--- src/rtl/alu_sub.sv ---
// Pipelined subtract slice: rd = rs1 - rs2 with zero/neg/borrow/ovf flags, one cycle latency.
// Optional build macro ALU_SUB_SAT_EN saturates rd on signed overflow instead of wrapping.
module alu_sub #(
  parameter int WIDTH = 32
) (
  input  logic             clk,
  input  logic             rst_n,
  input  logic             in_valid,
  input  logic [WIDTH-1:0] rs1,
  input  logic [WIDTH-1:0] rs2,
  output logic [WIDTH-1:0] rd,
  output logic             out_valid,
  output logic             zero,
  output logic             neg,
  output logic             borrow,
  output logic             ovf
);

  localparam int MSB = WIDTH - 1;

  logic [WIDTH:0]   sum_next;
  logic [WIDTH-1:0] diff_next;
  logic [WIDTH-1:0] result_next;
  logic             borrow_next;
  logic             ovf_next;
  logic             zero_next;
  logic             neg_next;

  // Carry-out of rs1 + ~rs2 + 1 is the inverse of the unsigned borrow.
  assign sum_next    = {1'b0, rs1} + {1'b0, ~rs2} + {{WIDTH{1'b0}}, 1'b1};
  assign diff_next   = sum_next[WIDTH-1:0];
  assign borrow_next = ~sum_next[WIDTH];
  assign ovf_next    = (rs1[MSB] ^ rs2[MSB]) & (diff_next[MSB] ^ rs1[MSB]);

`ifdef ALU_SUB_SAT_EN
  logic [WIDTH-1:0] sat_next;

  // Overflow direction follows the sign of the minuend.
  assign sat_next    = rs1[MSB] ? {1'b1, {(WIDTH-1){1'b0}}} : {1'b0, {(WIDTH-1){1'b1}}};
  assign result_next = ovf_next ? sat_next : diff_next;
`else
  assign result_next = diff_next;
`endif

  assign zero_next = ~|result_next;
  assign neg_next  = result_next[MSB];

  always_ff @(posedge clk or negedge rst_n) begin
    if (!rst_n) begin
      rd        <= '0;
      out_valid <= 1'b0;
      zero      <= 1'b0;
      neg       <= 1'b0;
      borrow    <= 1'b0;
      ovf       <= 1'b0;
    end else begin
      out_valid <= in_valid;
      if (in_valid) begin
        rd     <= result_next;
        zero   <= zero_next;
        neg    <= neg_next;
        borrow <= borrow_next;
        ovf    <= ovf_next;
      end
    end
  end

endmodule

--- config.mk ---
export PLATFORM = sky130hd
export DESIGN_NAME = alu_sub
export DESIGN_NICKNAME = d
export VERILOG_FILES = /design/src/rtl/alu_sub.sv
export SDC_FILE = /design/constraint.sdc
export NUM_CORES = 1
export LEC_CHECK = 0
export CORE_MARGIN = 5
export CORE_UTILIZATION = 25
export CTS_CLUSTER_SIZE = 24
export DETAILED_ROUTE_END_ITERATION = 10
export GPL_TIMING_DRIVEN = 0
export PLACE_DENSITY = 0.57
export SYNTH_ARGS = -nofsm -noshare
export SYNTH_HDL_FRONTEND = slang
export SYNTH_SLANG_ARGS = --single-unit
--- constraint.sdc ---
create_clock -name clk -period 1.1 [get_ports clk]
set_input_delay 0.22 -clock clk [delete_from_list [all_inputs] [get_ports clk]]
set_output_delay 0.22 -clock clk [all_outputs]
set_load 0.02 [all_outputs]
; ---- Yosys cells after proc, flatten, opt, wreduce, memory -nomap -nowiden
; Index checks and enable logic that the tools add are counted.
[word_totals]
rom_bits = 0
memories = 0
latchBits = 0
out_inout_bits = 37
ram_bits = 0
word_cells = 15
reg_bits = 37
[op_classes]
mux = 0
shifts = 0
div_mod_pow = 0
n_addsub = 2
n_lt_le_gt_ge = 0
bitwise = 5
reduce_logical = 2
mul = 0
n_eq_ne = 0
[ops]
columns = operator, n
row1 = adder 32 x 32 -> 33 bit, 1
row2 = adder 33 x 1 -> 33 bit (second input constant), 1
row3 = NOT 32 bit, 1
row4 = OR reduction 32 bit, 1
row5 = XOR 1 bit, 2
row6 = AND 1 bit, 1
row7 = logical NOT 1 bit, 1
row8 = NOT 1 bit, 1

; ---- Logic depth before layout (Yosys ltp)
[depth]
word_depth = 5
mapped_depth = 13

; ---- Least setup slack after synthesis
; OpenSTA, ideal clock, no wires.
[synth_timing]
kind = input to register
startpoint = in rs1[0]
endpoint = reg zero
setup_time_ns = 0.092
path_buffers = 0
path_slack_ns = -1.760
t_required_ns = 1.008
cell_stages = 13
t_arrival_ns = 2.768
path_cell_list = inv_1 > ha_1 > fa_1 > nand2b_1 > a21oi_1 > o31ai_2 > xnor2_1 > nor3_1 > nand4bb_1 > or4b_1 > nor4b_2 > nand4_1 > o31ai_2
[synth_via]
elab_chain_len = 4
[synth_rtl]
columns = element, line
row1 = start: declaration, 9  ; input logic [WIDTH-1:0] rs1,
row2 = adder 32 x 32 -> 33 bit, 30  ; assign sum_next = {1'b0, rs1} + {1'b0, ~rs2} + {{WIDTH{1'b0}}, 1'b1};
row3 = adder 33 x 1 -> 33 bit, 30
row4 = OR reduction 32 bit, 45  ; assign zero_next = ~|result_next;
row5 = logical NOT 1 bit, 45
row6 = end signal: assignment, 60  ; zero <= zero_next;
row7 = end: declaration, 13  ; output logic zero,
; Every way passes these cells.
; A chain may end at the register's enable or synchronous reset.

; ---- Worst setup path in the final report
[layout_timing]
startpoint = in rs2[1]
endpoint = reg zero
[layout_via]
elab_chain_len = 5
[layout_rtl]
columns = element, line
row1 = start: declaration, 10  ; input logic [WIDTH-1:0] rs2,
row2 = NOT 32 bit, 30
row3 = adder 32 x 32 -> 33 bit, 30
row4 = adder 33 x 1 -> 33 bit, 30
row5 = OR reduction 32 bit, 45
row6 = logical NOT 1 bit, 45
; Every way passes these cells.

==> results.md <==
- Result of the run: finished, violations left
- Failing checks: negative setup slack
- Static Leakage: 2.71 nW
- Top routing layer in use: met4
- Fmax achieved: 360 MHz
- Place WS: -2.55 ns
- Type of the setup path with the least slack: input port to register
- Setup Viol. Count Final: 33
- Post-synthesis area per instance: 8.79 um^2
- Post-synth ARST share: 1.00
- Detailed-route vias per instance: between 4 and 5
- Met1 layer wirelength in the final routing: 4910 um
- Worst-skew pair later-pin latency: between 0.2 and 0.3 ns
- Vias in the first global route: 3562
- Number of max-capacitance violations reported: 0
- Overall routing resource usage: 0.140
- Count of antenna-violating nets left after detailed routing: 0
- Wire length of the first global-routing pass: 17400 um
- DRC: 0
- Net count, final: 655
- Fraction of post-synthesis cell area in the top cell type by area: 0.279
- Min cycle time layout: 2.78 ns
- Period utilization: 2.53
- CTS H-Tree Depth: 2
- Die outline area: between 15000 and 20000 um^2
- Detailed route wirelength on metal3: 499 um
- Final Hold Vio Count: 0
- Total power density per cell area: about 1200 nW/um^2
- CTS clock-pin slew for the worst setup and hold paths: 0.06 ns
- Maximum fanout along the worst path: 3
- Worst slew pin tran: approximately 0.82 ns
- Post-synth net total: 467
- Router iterations before antenna repair: 4
- Number of antenna diodes: 0
- Netlist area before placement: 3230 um^2
- Data arrival time of the critical path: just under 3 ns
- Sort of element at the end of the critical path: register
- Hold buffers post-CTS: 0
- Area growth syn-to-layout: 88.6%
- Antenna violations before repair: 0
- Critical path launch point type: input port
- Starting density of the core: 0.256
- Worst setup margin: -1.68 ns
- Wire length per cell: 15.1 um
- Number of buffer cells added on primary ports: 103
- Utilization after layout: 0.482
- Top cell type by total area after synthesis: sky130_fd_sc_hd__dfrtp_1
- Syn Inst Count: roughly 370
- I/O pin count: 104
- Die boundary height: 124 um
- Placement Rows: 41
- Routed met2 length: 5490 um
- Clk_skew: 0 ns
- Setup repair after global routing missed its margin: true
- Final wirelength: ~11000 um
- Last weighted congestion value of the routability-driven placer: 0.869
- Max clock buf depth: 2
- CORE AREA: approximately 13000 um^2
- Remaining global-route overflow: 0
- Worst Hold Class: input port to asynchronous set/reset pin
- Master cell of the clock root buffer: sky130_fd_sc_hd__clkbuf_16
- Worst relative slew slack: 0.451
- Initial detailed-routing violation count: 138
- DP HPWL: 8040 um
- Number of clock buffers inserted by TritonCTS: 5
- CP Data Required Time: around 1.3 ns
- Number of warnings printed during yosys synthesis: 0
- CTS tree: built
- Vias: roughly 3400
- Sequential cell area fraction in the yosys report: 0.279
- Flop and latch count out of synthesis: 36
- Share of final-layout standard cells stronger than drive strength 1: 0.559
- Primary flip-flop cell chosen by synthesis mapping: sky130_fd_sc_hd__dfrtp_1
- Maximum number of pins on one net before global-route repair: 37
- Largest cells by area after synthesis: sky130_fd_sc_hd__dfrtp_1, sky130_fd_sc_hd__ha_1, sky130_fd_sc_hd__mux2_2
- Total clock sinks: 36
- Number of pins exceeding their max-slew limit in the final report: 0
- Unique masters post-synth: 54
- Count of filler cells inserted in the layout: 1206
- Die outline width: between 100 and 150 um
- Count of flip-flops with a built-in enable after synthesis: 0
- Peak supply drop: 0.602 mV
worst max-delay path: stages:
cell and delay (ns):
sky130_fd_sc_hd__buf_8 0.10, sky130_fd_sc_hd__inv_4 0.04, sky130_fd_sc_hd__ha_4 0.18, sky130_fd_sc_hd__nor2b_4 0.12, sky130_fd_sc_hd__o211ai_1 0.32, sky130_fd_sc_hd__nand2_2 0.18
sky130_fd_sc_hd__a31oi_4 0.25, sky130_fd_sc_hd__buf_6 0.13, sky130_fd_sc_hd__o21ai_4 0.06, sky130_fd_sc_hd__xor2_2 0.18, sky130_fd_sc_hd__or4b_4 0.54, sky130_fd_sc_hd__nor4b_4 0.28
sky130_fd_sc_hd__nand4_1 0.16, sky130_fd_sc_hd__o31ai_2 0.19
stage by stage:
step | TNS (ns) | instances | power, W | cell area [um^2] | hold WS, ns
2_1_floorplan | -29.16 | 367 | 0.00374 | 3620 | -0.0756
3_3_place_gp | -99.32 | 642 | 0.00509 | 4870 | 0.466
3_5_place_dp | -62.18 | 642 | 0.00513 | 4860 | 0.371
4_1_cts | -33.15 | 710 | 0.00699 | 5730 | 0.0726
5_1_grt | -35.09 | 728 | 0.00770 | 6080 | 0.119
6_report | -32.93 | 728 | 0.00728 | 6080 | 0.0460
cell families (layout without fill, tap and decap cells):
group | Yosys count | count (layout) | synth area share
compound gates | 95 | 95 | 0.201
simple gates | 92 | 92 | 0.146
buf+inv | 53 | 242 | 0.0628
flops | 36 | 36 | 0.279
fa+ha+maj | 33 | 33 | 0.130
mux | 30 | 30 | 0.104
xor+xnor | 28 | 28 | 0.0760
placed cells by master (no fill, tap or decap), types with 5 or more instances in the layout:
cell / count
sky130_fd_sc_hd__dlygate4sd2_1: 19
sky130_fd_sc_hd__buf_2: 43
sky130_fd_sc_hd__inv_1: 20
sky130_fd_sc_hd__nand4_1: 8
sky130_fd_sc_hd__clkbuf_16: 5
sky130_fd_sc_hd__o211ai_1: 7
sky130_fd_sc_hd__xor2_2: 8
sky130_fd_sc_hd__buf_4: 61
sky130_fd_sc_hd__dfrtp_1: 36
sky130_fd_sc_hd__o21a_1: 5
sky130_fd_sc_hd__nor2_1: 18
sky130_fd_sc_hd__o21ai_0: 6
sky130_fd_sc_hd__ha_1: 11
sky130_fd_sc_hd__nand2_2: 5
sky130_fd_sc_hd__mux2_2: 6
sky130_fd_sc_hd__mux2_4: 23
sky130_fd_sc_hd__clkbuf_2: 7
sky130_fd_sc_hd__nand2_1: 21
sky130_fd_sc_hd__o21ai_1: 6
sky130_fd_sc_hd__a21o_1: 5
sky130_fd_sc_hd__xnor2_2: 9
sky130_fd_sc_hd__a21oi_4: 7
sky130_fd_sc_hd__a21oi_2: 11
sky130_fd_sc_hd__clkbuf_1: 5
sky130_fd_sc_hd__buf_6: 33
sky130_fd_sc_hd__inv_2: 15
sky130_fd_sc_hd__clkdlybuf4s50_1: 22
sky130_fd_sc_hd__a21oi_1: 10
sky130_fd_sc_hd__xor2_1: 5
sky130_fd_sc_hd__xnor2_1: 5
sky130_fd_sc_hd__ha_4: 21
where the power goes:
group	internal [W]	switching (W)
logic	0.00203	0.00200
registers	0.00165	0.000198
clock network	0.000903	0.000504
area by class of cell:
| cell class | count | area [um^2] | share of cell area |
|---|---|---|---|
| multi-input cells | 278 | 3060 | 0.504 |
| inverters | 42 | 215 | 0.0354 |
| flip-flops and latches | 36 | 901 | 0.148 |
| clock buffers | 8 | 146 | 0.0241 |
| repair buffers | 186 | 1500 | 0.247 |
| well taps | 172 | 215 | 0.0354 |
| plain buffers | 6 | 38.8 | 0.00637 |
synth_stat cells, drive strengths merged (6+ instances only):
library cell,count
xor2,14
a21o,6
nand4,8
nor2,21
inv,42
ha,32
a21oi,28
dfrtp,36
o31ai,8
xnor2,14
o21ai,17
o211ai,7
mux2,29
clkbuf,8
nand2,30
routing by layer:
layer | up-vias | global-route usage
met1 | 1629 | 0.181
met4 | 0 | 0.0145
met5 | - | 0
li1 | 1686 | -
met3 | 8 | 0.0277
met2 | 78 | 0.250
sequential cells by signal, indices dropped and copies added, names as in the netlist:
name / cells
rd: 32
ovf: 1
out_valid: 1
zero: 1
borrow: 1
path summary, 6_finish.rpt:
path / slack (ns) / endpoint / from / cells past startpoint
worst max-delay path: -1.68 / zero / rs2[1] / 14
worst min-delay path: 0.05 / rd[24] / rst_n / 1
worst max register to register: 0.20 / rd[31] / rd[31] / 2
worst min register to register: 0.48 / ovf / ovf / 2
max in group asynchronous: 0.54 / rd[5] / rst_n / 1
min in group clk: 0.16 / out_valid / in_valid / 1
repair_timing:
item | 4_1_cts | 5_1_grt
pin swaps | 88 | 48
buffers inserted | 65 | 21
setup endpoints to repair | 72 | 37
resized for setup | 373 | 71
Note: power is estimated with default switching activity, not from simulation.
